<file path="config.mk">
export PLATFORM = sky130hd
export DESIGN_NAME = alu_sequencer
export DESIGN_NICKNAME = d
export VERILOG_FILES = /design/src/rtl/alu_sequencer.sv
export SDC_FILE = /design/constraint.sdc
export NUM_CORES = 1
export LEC_CHECK = 0
export BUFFER_PORTS_ARGS = -buffer_cell sky130_fd_sc_hd__buf_2
export CAP_MARGIN = 10
export CORE_UTILIZATION = 35
export DETAILED_ROUTE_END_ITERATION = 10
export SYNTH_ARGS = -nofsm -noshare
export SYNTH_HDL_FRONTEND = slang
export SYNTH_SLANG_ARGS = --single-unit
</file>
<file path="constraint.sdc">
create_clock -name clk -period 3.8 [get_ports clk]
set_input_delay 0.57 -clock clk [delete_from_list [all_inputs] [get_ports clk]]
set_output_delay 0.57 -clock clk [all_outputs]
set_load 0.02 [all_outputs]
</file>
<file path="src/rtl/alu_sequencer.sv">
// Handshaked front end for the 4-bit ALU op set: one command at a time, single-cycle
// logic/arithmetic ops, WIDTH-cycle shift-add multiply, registered response channel.
module alu_sequencer #(
  parameter int WIDTH = 4
) (
  input  logic               clk,
  input  logic               rst_n,
  input  logic               cmd_valid,
  output logic               cmd_ready,
  input  logic [3:0]         cmd_op,
  input  logic [WIDTH-1:0]   cmd_x,
  input  logic [WIDTH-1:0]   cmd_y,
  input  logic               cmd_cin,
  output logic               rsp_valid,
  input  logic               rsp_ready,
  output logic [2*WIDTH-1:0] rsp_result,
  output logic               rsp_cout,
  output logic               rsp_err,
  output logic               busy
);

  localparam int CW = (WIDTH > 1) ? $clog2(WIDTH) : 1;
  localparam logic [CW-1:0] LAST = CW'(WIDTH - 1);

  typedef enum logic [1:0] {S_IDLE, S_MULT, S_RESP} state_t;

  state_t             state_q;
  logic [WIDTH-1:0]   mx_q, my_q;
  logic [2*WIDTH-1:0] acc_q, rsp_result_q;
  logic [CW-1:0]      cnt_q;
  logic               rsp_valid_q, rsp_cout_q, rsp_err_q;

  logic [WIDTH:0]     sum_d, shl_d;
  logic [WIDTH-1:0]   addend_d, alu_res_d;
  logic               alu_cout_d;
  logic [2*WIDTH-1:0] pp_d, acc_d;

  // Single-cycle datapath; sub reuses the adder with an inverted y
  always_comb begin
    addend_d   = (cmd_op == 4'h9) ? ~cmd_y : cmd_y;
    sum_d      = {1'b0, cmd_x} + {1'b0, addend_d} + {{WIDTH{1'b0}}, cmd_cin};
    shl_d      = {1'b0, cmd_x} << cmd_y[1:0];
    alu_res_d  = '0;
    alu_cout_d = 1'b0;
    case (cmd_op)
      4'h0: alu_res_d = cmd_x & cmd_y;
      4'h1: alu_res_d = ~(cmd_x & cmd_y);
      4'h2: alu_res_d = cmd_x | cmd_y;
      4'h3: alu_res_d = ~(cmd_x | cmd_y);
      4'h4: alu_res_d = cmd_x ^ cmd_y;
      4'h5: alu_res_d = ~(cmd_x ^ cmd_y);
      4'h6: alu_res_d = ~cmd_x;
      4'h7: begin
        alu_res_d  = shl_d[WIDTH-1:0];
        alu_cout_d = shl_d[WIDTH];
      end
      4'h8, 4'h9: begin
        alu_res_d  = sum_d[WIDTH-1:0];
        alu_cout_d = sum_d[WIDTH];
      end
      default: begin
        alu_res_d  = '0;
        alu_cout_d = 1'b0;
      end
    endcase
  end

  always_comb begin
    pp_d  = my_q[cnt_q] ? ({{WIDTH{1'b0}}, mx_q} << cnt_q) : '0;
    acc_d = acc_q + pp_d;
  end

  always_ff @(posedge clk or negedge rst_n) begin
    if (!rst_n) begin
      state_q      <= S_IDLE;
      mx_q         <= '0;
      my_q         <= '0;
      acc_q        <= '0;
      cnt_q        <= '0;
      rsp_result_q <= '0;
      rsp_valid_q  <= 1'b0;
      rsp_cout_q   <= 1'b0;
      rsp_err_q    <= 1'b0;
    end else begin
      case (state_q)
        S_IDLE: begin
          if (cmd_valid) begin
            if (cmd_op == 4'hA) begin
              mx_q    <= cmd_x;
              my_q    <= cmd_y;
              acc_q   <= '0;
              cnt_q   <= '0;
              state_q <= S_MULT;
            end else begin
              rsp_result_q <= {{WIDTH{1'b0}}, alu_res_d};
              rsp_cout_q   <= alu_cout_d;
              rsp_err_q    <= (cmd_op > 4'hA);
              rsp_valid_q  <= 1'b1;
              state_q      <= S_RESP;
            end
          end
        end
        S_MULT: begin
          acc_q <= acc_d;
          cnt_q <= cnt_q + CW'(1);
          if (cnt_q == LAST) begin
            rsp_result_q <= acc_d;
            rsp_cout_q   <= 1'b0;
            rsp_err_q    <= 1'b0;
            rsp_valid_q  <= 1'b1;
            state_q      <= S_RESP;
          end
        end
        S_RESP: begin
          if (rsp_ready) begin
            rsp_valid_q <= 1'b0;
            state_q     <= S_IDLE;
          end
        end
        default: state_q <= S_IDLE;
      endcase
    end
  end

  assign cmd_ready  = (state_q == S_IDLE);
  assign busy       = (state_q != S_IDLE);
  assign rsp_valid  = rsp_valid_q;
  assign rsp_result = rsp_result_q;
  assign rsp_cout   = rsp_cout_q;
  assign rsp_err    = rsp_err_q;

endmodule

</file>
# Word level (Yosys, flattened, before mapping)
# Cells that the tools add are included.
[totals] output_inout_bits=13 in_bits=17 wordCells=87 regBits=31
[classes] n_eq_ne=18 muxes=33 reduce_logical=11 shift=2 add_sub_neg=4 bitwise=8 n_lt_le_gt_ge=2
[ops] op="$mux 8" n=6
[ops] op="$pmux 4 s9" n=1
[ops] op="$pmux 8 s2" n=2
[ops] op="$not 4->4" n=5
[ops] op="$eq 4x3->1 const B" n=4
[ops] op="$eq 4x4->1 const B" n=3
[ops] op="$mux 2" n=6
[ops] op="$mux 1" n=10
[ops] op="$reduce_and 3->1" n=3
[ops] op="$add 8x8->8" n=1
[ops] op="$eq 4x2->1 const B" n=2
[ops] op="$ne 2x2->1 const B" n=4
[ops] op="$shl 4x2->8" n=1
[ops] op="$pmux 1 s2" n=3
[ops] op="$pmux 2 s3" n=1
[ops] op="$add 4x4->5" n=1
[ops] op="$add 5x1->5" n=1
[ops] op="$reduce_and 5->1" n=1
[ops] op="$shl 4x2->5" n=1
[ops] op="$and 4x4->4" n=1
[ops] op="$eq 2x2->1 const B" n=2
[ops] op="$eq 4x1->1 const B" n=1
[ops] op="$gt 4x4->1 const B" n=1
[ops] op="$logic_not 4->1" n=1
[ops] op="15 further kinds" n=16

# Longest topological paths before layout
# Gate-level depths: netlist of the first run.
[logic_depth] ltp_word=8 depth_mapped=11 ltp_nobuf=10

# Worst setup path after synthesis of the first run
# OpenSTA, ideal clock, no wires.
[synth_path] path_type="input -> register" from="in cmd_op[1]" to="reg rsp_result_q[2], in the netlist rsp_result[2]" slack_ns=1.169 t_required_ns=3.676 setup_ns=0.124 cell_stages=10 arrival_ns=2.506 path_buffers=1 path_cell_list="nor2_1 > and3_1 > clkbuf_1 > xnor2_1 > fa_1 > fa_1 > xor2_1 > o22ai_1 > a211oi_1 > o21ai_1"
[synth_between] elab_chain_len=8 word_cells_on_any_way=21 classes_between="2 x add/sub; 11 x eq/ne; 5 x mux; 3 x reduce/logical"
[synth_rtl] element="from (decl)" line_no="10" rtl="input logic [3:0] cmd_op,"
[synth_rtl] element="$eq 4x4->1" line_no="40, 45"
[synth_rtl] element="$mux 4" line_no="40" rtl="addend_d = (cmd_op == 4'h9) ? ~cmd_y : cmd_y;"
[synth_rtl] element="$add 4x4->5" line_no="41" rtl="sum_d = {1'b0, cmd_x} + {1'b0, addend_d} + {{WIDTH{1'b0}}, cmd_cin};"
[synth_rtl] element="$add 5x1->5" line_no="41"
[synth_rtl] element="$pmux 4 s9" line_no="45" rtl="case (cmd_op)"
[synth_rtl] element="$mux 8" line_no="88" rtl="if (cmd_op == 4'hA) begin"
[synth_rtl] element="$mux 8" line_no="87" rtl="if (cmd_valid) begin"
[synth_rtl] element="$pmux 8 s2" line_no="85" rtl="case (state_q)"
[synth_rtl] element="to (signal assigned)" line_no="95" rtl="rsp_result_q <= {{WIDTH{1'b0}}, alu_res_d};"
[synth_rtl] element="to (decl)" line_no="29" rtl="logic [2*WIDTH-1:0] acc_q, rsp_result_q;"
# Parallel ways exist; a longest one is shown, timed or not. The select of a mux whose other input is x is not followed.
# A chain may end at the register's enable or synchronous reset.

# Worst setup path in the final report of the first run
[layout_path] from="reg cnt_q[0]" to="reg rsp_result_q[6], in the netlist rsp_result[6]"
[layout_between] elab_chain_len=6 word_cells_on_any_way=10 classes_between="1 x add/sub; 2 x eq/ne; 1 x shift; 5 x mux; 1 x reduce/logical"
[layout_rtl] element="from (decl)" line_no="30" rtl="logic [CW-1:0] cnt_q;"
[layout_rtl] element="from (signal assigned)" line_no="105" rtl="cnt_q <= cnt_q + CW'(1);"
[layout_rtl] element="$bmux 1 s2" line_no="69" rtl="pp_d = my_q[cnt_q] ? ({{WIDTH{1'b0}}, mx_q} << cnt_q) : '0;"
[layout_rtl] element="$mux 1 (not written as such)" line_no="69"
[layout_rtl] element="$mux 8" line_no="69"
[layout_rtl] element="$add 8x8->8" line_no="70" rtl="acc_d = acc_q + pp_d;"
[layout_rtl] element="$mux 8" line_no="106" rtl="if (cnt_q == LAST) begin"
[layout_rtl] element="$pmux 8 s2" line_no="85"
# Parallel ways exist; a longest one is shown, timed or not. The select of a mux whose other input is x is not followed.

==> summary.txt, run 1 <==
===============================================================================================
Status                                                                             finished clean
CP endpoint kind                                                                       register
CP bufs+invs                                                                                  0
WL final                                                                           5930 microns
Global routing usage summed across all routing layers                                     16.7%
Total power density per cell area                                                   423 nW/um^2
Critical path endpoint                                                             rsp_result[6]
Die Height                                                                         86.6 microns
Combinational fraction of design power                                                    34.3%
Global-route wire length before repair                                             9740 microns
Number of buffers inserted by port buffering                                                 29
First-pass iteration count of the detailed router                                             4
Avg Synthesized Cell Area                                                            9.11 sq um
Clk_lat worst skew                                                                      0.28 ns
Worst slew pin tran                                                                    0.698 ns
Unrepaired setup endpoints after global routing                                           false
Layout cells sized above 1                                                                16.7%
Register area share after synthesis                                                       31.0%
Total negative slack                                                                       0 ns
Classification of the worst setup path                                             register to register
Synthesized flop and latch total                                                             31
Number of enable-type register cells in the synthesized netlist                               0
Final global-route overflow total                                                             0
Tcrit/Tclk final                                                                          75.1%
Post-CTS setup buffers                                                                        0
# IOs                                                                                        30
Antenna violations before repair                                                              0
Synthesized instance count                                                                  275
Cell area after synthesis                                                            2510 sq um
Number of warnings printed during yosys synthesis                                             0
Required time of the worst setup path                                                   4.02 ns
Slowest cell on crit path                                                          sky130_fd_sc_hd__dfrtp_1
Clock root buffer master                                                           sky130_fd_sc_hd__clkbuf_8
Endpoint arrival time on the critical path                                              3.08 ns
Largest stage delay, worst path                                                         0.60 ns
Synth Net Count                                                                             315
Worst rel slew slack                                                                      53.5%
Clock network power share                                                                 24.5%
Unique cell type count in the Yosys netlist                                                  57
Count of cells along the worst register-to-register path                                      8
Commonest non-fill, non-tap cells in the layout                                    sky130_fd_sc_hd__dfrtp_1 (31), sky130_fd_sc_hd__buf_2 (29), sky130_fd_sc_hd__nand2_1 (25), sky130_fd_sc_hd__ha_1 (20), sky130_fd_sc_hd__a21oi_1 (18)
Kind of cell with the highest combined delay on the critical path                  multiplexers
Power dissipated by switching net loads                                              0.000438 W
Internal power                                                                       0.000748 W
Starting utilization of the core area                                                     36.5%
Number of fill cells in the layout                                                          694
Worst Clk Skew                                                                       0.00689 ns
Post-cts resize count                                                                         0
Clock input transition at the sequential cells of the worst setup and hold paths        0.07 ns
CTS H-tree lvls                                                                               2
Clock tree from TritonCTS                                                                   yes
Vias after detailed routing                                                                2078
Number of buffers on the longest clock path                                                   2
Most common cell after layout, fill and taps aside                                 sky130_fd_sc_hd__dfrtp_1
Count of clock tree sinks                                                                    31
Relative area change from synthesis to final layout                                       11.8%
Vias in the first global route                                                             2028
Startpoint kind of the worst setup timing path                                         register
Number of violations reported at the end of detailed-routing iteration 0                    135
Number of gates on the worst path with buffers counted                                        8
Floorplan die width                                                                86.6 microns
CTS Hold Buffers Added                                                                        0
Avg WL per Cell                                                                    15.0 microns
Final RePlAce weighted congestion                                                         0.863
Rows                                                                                         30
Peak supply drop                                                                     0.000135 V
Area of the core                                                                     6870 sq um
Number of nets still failing antenna checks after routing                                     0
Detailed-placement wirelength estimate                                             4510 microns
Start point of the critical path                                                       cnt_q[0]
Switching Fraction                                                                        36.9%
Share of flip-flops with an asynchronous set or reset after synthesis                      100%
Pin count of the biggest net entering global routing                                         32
# Max-Cap Violations                                                                          0
Reg2Reg Capture Point                                                              rsp_result[6]
Post-placement worst setup slack                                                       0.742 ns
Shortest period the worst path allows                                                   2.85 ns
Final Hold Violating Endpoints                                                                0
R2r startpoint                                                                         cnt_q[0]
Antenna fix cells                                                                             0
Path class of the lowest-slack min-delay path                                      primary input to async pin
DIE AREA                                                                             7500 sq um
Internal reg-to-reg setup slack                                                         0.95 ns
Largest fanout on the critical path                                                          13
Routed via count divided by cell count                                                     5.26
Part of the total power dissipated in sequential elements                                 41.2%
Dominant register cell in the synthesized netlist                                  sky130_fd_sc_hd__dfrtp_1
Total clock buffers created by CTS                                                            5
Final Slew Violations                                                                         0
List of cells traversed by the critical path                                       mux4_2 > and2_1 > ha_1 > a211oi_1 > o21bai_1 > a21oi_1 > mux2i_1 > mux2_2
Post-layout worst setup margin                                                         0.945 ns
Setup-violating endpoint count in the final report                                            0
Max Clk Rate                                                                            350 MHz
Final net count                                                                             338
Final routed DRC violation total                                                              0
Total leakage power                                                                     1.40 nW
===============================================================================================
[per-layer routing]
metal / GRT usage (%) / vias up / wire [microns]
li1: - / 1040 / -
met1: 21.2 / 985 / 2770
met2: 29.7 / 49 / 2890
met3: 2.48 / 4 / 211
met4: 3.94 / 0 / 50
met5: 0 / - / 0
[state kept, by name (all words and copies together), names as in the netlist]
| signal | count |
|---|---|
| cnt_q | 2 |
| rsp_result | 8 |
| rsp_valid | 1 |
| mx_q | 4 |
| acc_q | 8 |
| rsp_cout | 1 |
| my_q | 4 |
| rsp_err | 1 |
| state_q | 2 |
[cell usage after synthesis, drive strengths merged (3+ instances only)]
| cell | instances | area share (%) |
|---|---|---|
| nor3b | 5 | 1.5 |
| nor4bb | 3 | 1.2 |
| fa | 3 | 2.4 |
| a21o | 10 | 3.0 |
| nand2 | 26 | 4.0 |
| xor2 | 3 | 1.0 |
| mux2i | 11 | 4.4 |
| clkbuf | 4 | 0.60 |
| a21oi | 19 | 3.9 |
| nand2b | 11 | 2.7 |
| ha | 20 | 10 |
| a211oi | 4 | 1.2 |
| inv | 16 | 2.4 |
| nand3 | 4 | 0.80 |
| mux2 | 5 | 2.2 |
| buf | 9 | 2.3 |
| and2 | 4 | 1.0 |
| xnor2 | 7 | 2.4 |
| dfrtp | 31 | 31 |
| o21ai | 21 | 4.2 |
| nor3 | 4 | 0.80 |
| nand3b | 5 | 1.5 |
| nor2 | 10 | 1.5 |
| or2 | 3 | 0.75 |
| a22o | 5 | 1.7 |
[area by class of cell]
class	count	area [sq um]	area share, %
clock buffers	7	96.3	3.44
clock inverters	1	7.51	0.268
inverters	16	60.1	2.14
multi-input cells	215	1600	57.0
flip-flops and latches	31	776	27.7
well taps	96	120	4.29
repair buffers	29	145	5.18
[cell families after synthesis]
group           Yosys count  share of synthesized area (%)
compound gates           77                           19.7
xor+xnor                 10                           3.49
fa+ha+maj                23                           12.4
buf+inv                  29                           5.29
flops                    31                           31.0
mux                      18                           8.44
simple gates             87                           19.7
[per-stage QoR]
step | utilization [%] | hold slack [ns] | std cells | instance area [sq um] | total power [W]
after floorplan | - | 0.274 | 275 | 2510 | 0.000780
after global placement | 39.3 | 0.456 | 387 | 2700 | 0.000891
final | 40.8 | 0.328 | 395 | 2800 | 0.00119
after global routing | 40.8 | 0.374 | 395 | 2800 | 0.00127
after detailed placement | 39.3 | 0.467 | 387 | 2700 | 0.000900
after CTS | 40.8 | 0.354 | 395 | 2800 | 0.00120
[worst min-delay path by stage]
| stage | from | endpoint | slack [ns] | cells past startpoint |
|---|---|---|---|---|
| final | rst_n | rsp_result[5] | 0.33 | 1 |
| after global routing | rst_n | rsp_result[5] | 0.37 | 1 |
| after CTS | rst_n | rsp_result[6] | 0.35 | 1 |
| after detailed placement | rsp_result[7] | rsp_result[7] | 0.47 | 2 |
| after global placement | rsp_result[4] | rsp_result[4] | 0.46 | 2 |
| after floorplan | rst_n | acc_q[0] | 0.27 | 0 |
[power groups by stage]
stage / Clock [W] / Combinational (W) / Sequential, W
detailed placement: 0 / 0.000407 / 0.000493
floorplan: 0 / 0.000305 / 0.000475
global route: 0.000314 / 0.000460 / 0.000499
CTS: 0.000302 / 0.000410 / 0.000487
finish: 0.000291 / 0.000407 / 0.000488
global placement: 0 / 0.000400 / 0.000491
(Power assumes the default switching activity.)
==> inputs of run 2 (changes only) <==
clock period = 2.37 ns   (was 3.8 ns; I/O delays follow)
==> run 2 against run 1 <==
The flow now finishes with violations (setup timing). Clock power grew 89%. Cell count grew 5.8%. Via count grew 4.4%. Sequential share of layout area shrank 2.6 points. Wire length grew 5.6%. Critical endpoint unchanged. Largest cell class unchanged. Highest routed layer unchanged.
==> summary.txt, run 2 (synthesis results as in run 1) <==
===============================================================================================
Area taken by flip-flops and latches                                                  776 sq um   unchanged
Die Height                                                                         86.6 microns   unchanged
Layout cells sized above 1                                                                27.3%   +11 points
Unrepaired setup endpoints after global routing                                            true
Shortest period the worst path allows                                                   2.38 ns   -0.472 ns
Count of cells along the worst register-to-register path                                      9   +1
Required time of the worst setup path                                                   2.55 ns   -1.47 ns
Final RePlAce weighted congestion                                                         0.917   +6.3%
First-pass iteration count of the detailed router                                             4   unchanged
Failing checks                                                                     setup timing
Vias in the first global route                                                             2123   +4.7%
# IOs                                                                                        30   unchanged
Status                                                                             complete, but fails checks
Worst Clk Skew                                                                       0.00338 ns   -0.00351 ns
Number of buffers on the longest clock path                                                   2   unchanged
DP Area                                                                              2850 sq um   +5.6%
Setup-violating endpoint count in the final report                                            1   +1
Total leakage power                                                                     1.53 nW   +9.2%
Floorplan die width                                                                86.6 microns   unchanged
Relative area change from synthesis to final layout                                       23.2%
Clock input transition at the sequential cells of the worst setup and hold paths        0.07 ns   about the same
Non-filler instance count after layout                                                      418   +5.8%
Path class of the lowest-slack min-delay path                                      primary input to async pin
Count of clock tree sinks                                                                    31   unchanged
Number of violations reported at the end of detailed-routing iteration 0                     68   -50%
Endpoint arrival time on the critical path                                              2.56 ns   -0.52 ns
Final global-route overflow total                                                             0   unchanged
CTS Hold Buffers Added                                                                        0   unchanged
Max Clk Rate                                                                            420 MHz   +20%
Total power density per cell area                                                   717 nW/um^2   +70%
WL final                                                                           6260 microns   +5.6%
Worst rel slew slack                                                                      55.3%   +1.8 points
Detailed-placement wirelength estimate                                             4680 microns   +3.6%
Global routing usage summed across all routing layers                                     17.5%   +0.83 points
Commonest non-fill, non-tap cells in the layout                                    sky130_fd_sc_hd__dfrtp_1 (31), sky130_fd_sc_hd__buf_2 (30), sky130_fd_sc_hd__nand2_1 (25), sky130_fd_sc_hd__buf_4 (21), sky130_fd_sc_hd__ha_1 (16)
Final net count                                                                             361   +6.8%
# Max-Cap Violations                                                                          0   unchanged
Starting utilization of the core area                                                     36.5%   unchanged
Routed via count divided by cell count                                                     5.19   -1.4%
Number of fill cells in the layout                                                          691   -0.43%
Antenna fix cells                                                                             0   unchanged
Area of the core                                                                     6870 sq um   unchanged
Clk_lat worst skew                                                                      0.29 ns   about the same
DIE AREA                                                                             7500 sq um   unchanged
R2r startpoint                                                                         cnt_q[0]
Global-route wire length before repair                                             10300 microns   +5.9%
Final Hold Violating Endpoints                                                                0   unchanged
Reg2Reg Capture Point                                                              rsp_result[6]
Area taken by multi-input logic gates                                                1700 sq um   +6.1%
Vias after detailed routing                                                                2169   +4.4%
Largest fanout on the critical path                                                           4   -9
Final design instance area without fill                                              3090 sq um   +10%
Final Slew Violations                                                                         0   unchanged
Rows                                                                                         30   unchanged
Count of placed standard cells including taps                                               407   +5.2%
Pin count of the biggest net entering global routing                                         32   unchanged
Most common cell after layout, fill and taps aside                                 sky130_fd_sc_hd__dfrtp_1
Final core area utilization                                                               45.0%   +4.2 points
Total negative slack                                                                 -0.0125 ns   -0.0125 ns
Internal reg-to-reg setup slack                                                        -0.01 ns   -0.96 ns
Post-layout worst setup margin                                                       -0.0125 ns   -0.958 ns
Total clock buffers created by CTS                                                            5   unchanged
CTS H-tree lvls                                                                               2   unchanged
Tcrit/Tclk final                                                                           101%   +25 points
Clock tree from TritonCTS                                                                   yes
Classification of the worst setup path                                             register to register
Peak supply drop                                                                     0.000322 V   +140%
Startpoint kind of the worst setup timing path                                         register
CP endpoint kind                                                                       register
Avg WL per Cell                                                                    15.0 microns   -0.24%
Antenna violations before repair                                                              0   unchanged
Number of buffers inserted by port buffering                                                 29   unchanged
Worst slew pin tran                                                                    0.670 ns   -0.0273 ns
Final routed DRC violation total                                                              0   unchanged
Clock root buffer master                                                           sky130_fd_sc_hd__clkbuf_8
Number of nets still failing antenna checks after routing                                     0   unchanged
===============================================================================================
run 2: through the flow:
step	hold WS [ns]	worst slack (ns)	total power [W]
5_1_grt	0.147	-0.0829	0.00236
3_3_place_gp	0.436	-0.0375	0.00153
6_report	0.0936	-0.0125	0.00222
4_1_cts	0.119	-0.00914	0.00211
2_1_floorplan	0.0599	-0.0387	0.00125
3_5_place_dp	0.435	-0.0927	0.00155
run 2: worst max-delay path by stage:
| stage | start | end | cells past startpoint |
|---|---|---|---|
| after floorplan | cnt_q[0] | rsp_result[6] | 8 |
| after global placement | cmd_op[1] | rsp_result[2] | 10 |
| after detailed placement | cmd_op[1] | rsp_result[2] | 10 |
| after CTS | cnt_q[0] | rsp_result[7] | 9 |
| after global routing | cnt_q[0] | rsp_result[6] | 8 |
| final | cnt_q[0] | rsp_result[6] | 9 |
run 2: area by class of cell:
cell class / instances / area share (%)
Inverter: 16 / 1.94
Timing Repair Buffer: 52 / 10.3
Sequential cell: 31 / 25.1
Tap cell: 96 / 3.89
Clock inverter: 2 / 1.13
Clock buffer: 6 / 2.67
Multi-Input combinational cell: 215 / 54.9
run 2: report_power, final:
group,internal [W],total [W],leakage [nW],switching (W)
Combinational,0.000449,0.000910,1.06,0.000461
Sequential,0.000643,0.000756,0.410,0.000113
Clock,0.000340,0.000549,0.0612,0.000209
run 2: timing repair:
item,CTS,global route
setup endpoints to repair,3,10
gates resized for setup,3,17
setup buffers,0,2
pin swaps,1,10
cloned,0,1
run 2: critical path: stages, from the launching register on:
cell and delay [ns]:
sky130_fd_sc_hd__dfrtp_1 0.40, sky130_fd_sc_hd__mux4_2 0.54, sky130_fd_sc_hd__buf_4 0.15, sky130_fd_sc_hd__and2_4 0.14, sky130_fd_sc_hd__ha_4 0.28, sky130_fd_sc_hd__o21ai_2 0.06
sky130_fd_sc_hd__o21bai_1 0.18, sky130_fd_sc_hd__a21oi_1 0.11, sky130_fd_sc_hd__mux2i_1 0.14, sky130_fd_sc_hd__mux2_4 0.26
run 2: routing by layer:
layer / GRT usage, % / part of all wire, % / wire, microns / vias up
met2: 29.5 / 50 / 3100 / 39
li1: - / - / - / 1084
met5: 0 / 0 / 0 / -
met1: 23.7 / 47 / 2940 / 1043
met4: 3.18 / 0.43 / 27 / 0
met3: 3.05 / 3.0 / 190 / 3
==> inputs of run 3 (changes only) <==
REMOVE_ABC_BUFFERS = 1   (was unset)
==> run 3 against run 2 <==
Maximum frequency is 3.1% higher. Die area stayed put. Worst hold slack better by 0.017 ns. Wire length is 2.8% lower. The flow now finishes without violations. Combinational power is 4.3% lower. Largest power group unchanged. Critical path depth is 1 lower. Sequential share of layout area is 0.43 points higher. Clock power is 3.8% lower. Sequential power hardly changed. Design area is 1.7% lower. Global-route usage is 0.35 points lower.
==> summary.txt, run 3 (synthesis results as in run 1) <==
===============================================================================================
Avg WL per Cell                                                                    14.7 microns   -2.1%
Total power density per cell area                                                   709 nW/um^2   -1.1%
Final-layout worst hold slack                                                          0.110 ns   +0.0167 ns
Peak supply drop                                                                     0.000306 V   -5.0%
Number of buffers inserted by port buffering                                                 29   unchanged
Final routed DRC violation total                                                              0   unchanged
Worst slew pin tran                                                                    0.696 ns   +0.0256 ns
Largest fanout on the critical path                                                           4   unchanged
Final net count                                                                             358   -0.83%
Routed via count divided by cell count                                                     5.20   +0.26%
# Max-Cap Violations                                                                          0   unchanged
Die Height                                                                         86.6 microns   unchanged
Total leakage power                                                                     1.50 nW   -1.8%
Count of clock tree sinks                                                                    31   unchanged
List of cells traversed by the critical path                                       mux4_2 > and2_4 > ha_4 > a211oi_2 > o21bai_1 > a21oi_1 > mux2i_1 > mux2_4
Number of nets still failing antenna checks after routing                                     0   unchanged
Final RePlAce weighted congestion                                                         0.823   -10%
Number of buffers on the longest clock path                                                   2   unchanged
Clock root buffer master                                                           sky130_fd_sc_hd__clkbuf_8
Vias in the first global route                                                             2086   -1.7%
Worst rel slew slack                                                                      53.6%   -1.7 points
Total clock buffers created by CTS                                                            5   unchanged
CP endpoint kind                                                                       register
Number of fill cells in the layout                                                          683   -1.2%
Floorplan die width                                                                86.6 microns   unchanged
Clock input transition at the sequential cells of the worst setup and hold paths        0.07 ns   about the same
CTS H-tree lvls                                                                               2   unchanged
Clock tree from TritonCTS                                                                   yes
Clk_lat worst skew                                                                      0.29 ns   about the same
Required time of the worst setup path                                                   2.60 ns   +0.05 ns
WL final                                                                           6080 microns   -2.8%
First-pass iteration count of the detailed router                                             5   +1
DIE AREA                                                                             7500 sq um   unchanged
Final global-route overflow total                                                             0   unchanged
Area of the core                                                                     6870 sq um   unchanged
Tcrit/Tclk final                                                                          97.5%   -3.0 points
Endpoint arrival time on the critical path                                              2.54 ns   -0.02 ns
Slowest cell on crit path                                                          sky130_fd_sc_hd__mux4_2
Final Hold Violating Endpoints                                                                0   unchanged
Pin count of the biggest net entering global routing                                         32   unchanged
# IOs                                                                                        30   unchanged
Max Clk Rate                                                                            433 MHz   +3.1%
Classification of the worst setup path                                             register to register
Worst Clk Skew                                                                       0.00741 ns   +0.00403 ns
Post-layout worst setup margin                                                        0.0585 ns   +0.0710 ns
Antenna violations before repair                                                              0   unchanged
Status                                                                             finished clean
Number of violations reported at the end of detailed-routing iteration 0                     97   +43%
Path class of the lowest-slack min-delay path                                      primary input to async pin
Shortest period the worst path allows                                                   2.31 ns   -0.0710 ns
CP bufs+invs                                                                                  0   -1
Area taken by flip-flops and latches                                                  776 sq um   unchanged
CTS Hold Buffers Added                                                                        0   unchanged
Starting utilization of the core area                                                     36.5%   unchanged
Relative area change from synthesis to final layout                                       21.1%
Commonest non-fill, non-tap cells in the layout                                    sky130_fd_sc_hd__dfrtp_1 (31), sky130_fd_sc_hd__buf_2 (30), sky130_fd_sc_hd__nand2_1 (25), sky130_fd_sc_hd__buf_4 (18), sky130_fd_sc_hd__ha_1 (17)
Global-route wire length before repair                                             9980 microns   -3.3%
Largest stage delay, worst path                                                         0.56 ns   +0.02 ns
Antenna fix cells                                                                             0   unchanged
Most common cell after layout, fill and taps aside                                 sky130_fd_sc_hd__dfrtp_1
Final Slew Violations                                                                         0   unchanged
Rows                                                                                         30   unchanged
Startpoint kind of the worst setup timing path                                         register
Setup-violating endpoint count in the final report                                            0   -1
Vias after detailed routing                                                                2159   -0.46%
Kind of cell with the highest combined delay on the critical path                  multiplexers
Unrepaired setup endpoints after global routing                                            true
Post-placement worst setup slack                                                     -0.0846 ns   +0.00815 ns
Global routing usage summed across all routing layers                                     17.1%   -0.35 points
Detailed-placement wirelength estimate                                             4540 microns   -2.8%
Layout cells sized above 1                                                                25.4%   -1.9 points
Area taken by multi-input logic gates                                                1670 sq um   -1.5%
===============================================================================================
==> run 3: cell count changes in the layout (fill, tap and decap cells not counted), sizes merged <==
cell    delta
buf        -3
clkbuf     -1
clkinv     +1
==> run 3: path summary, 6_finish.rpt <==
| kind | from | endpoint | slack (ns) | cells after the start |
|---|---|---|---|---|
| worst max-delay path | cnt_q[0] | rsp_result[6] | 0.06 | 8 |
| worst min-delay path | rst_n | acc_q[0] | 0.11 | 1 |
| worst max register to register | cnt_q[0] | rsp_result[6] | 0.06 | 8 |
| worst min register to register | rsp_result[7] | rsp_result[7] | 0.48 | 2 |
| max in group asynchronous | rst_n | rsp_result[3] | 1.82 | 1 |
| min in group clk | rsp_ready | state_q[1] | 0.29 | 2 |
==> run 3: worst register-to-register path, cell delays in order, from the launching register on <==
cell and delay (ns):
sky130_fd_sc_hd__dfrtp_1 0.41, sky130_fd_sc_hd__mux4_2 0.56, sky130_fd_sc_hd__and2_4 0.17, sky130_fd_sc_hd__ha_4 0.22, sky130_fd_sc_hd__a211oi_2 0.19, sky130_fd_sc_hd__o21bai_1 0.10
sky130_fd_sc_hd__a21oi_1 0.17, sky130_fd_sc_hd__mux2i_1 0.26, sky130_fd_sc_hd__mux2_4 0.18
==> run 3: through the flow <==
| step | instances | util (%) | TNS [ns] | total power, W | area (sq um) |
|---|---|---|---|---|---|
| 2_1_floorplan | 262 | - | -0.663 | 0.00122 | 2430 |
| 3_3_place_gp | 406 | 41.4 | -0.0746 | 0.00153 | 2840 |
| 3_5_place_dp | 406 | 41.4 | -0.221 | 0.00155 | 2840 |
| 4_1_cts | 414 | 43.2 | -0.00460 | 0.00209 | 2970 |
| 5_1_grt | 415 | 44.2 | -0.154 | 0.00230 | 3040 |
| 6_report | 415 | 44.2 | 0 | 0.00215 | 3040 |
==> run 3: final cells by class <==
| cell class | instances | share of cell area, % |
|---|---|---|
| Timing Repair Buffer | 49 | 9.77 |
| Clock inverter | 3 | 1.44 |
| Sequential cell | 31 | 25.6 |
| Tap cell | 96 | 3.96 |
| Multi-Input combinational cell | 215 | 55.0 |
| Clock buffer | 5 | 2.27 |
| Inverter | 16 | 1.98 |
==> run 3: per-layer routing <==
layer  track usage [%]  part of all wire [%]
met1              23.1                    50
met2              27.5                    46
met3              2.57                   2.6
met4              7.12                   1.9
met5                 0                     0
==> run 3: repair_timing <==
| action | CTS | global route |
|---|---|---|
| setup buffers | 0 | 0 |
| pin swaps | 1 | 12 |
| cloned | 0 | 1 |
| endpoints found under the hold margin | 0 | 0 |
| endpoints found under the setup margin | 3 | 10 |
| gates resized for setup | 3 | 11 |
==> run 3: report_power, final <==
| part | total, W | internal (W) | switching (W) |
|---|---|---|---|
| sequential | 0.000754 | 0.000642 | 0.000112 |
| clock | 0.000528 | 0.000313 | 0.000215 |
| combinational | 0.000871 | 0.000425 | 0.000447 |
| total | 0.00215 | 0.00138 | 0.000773 |
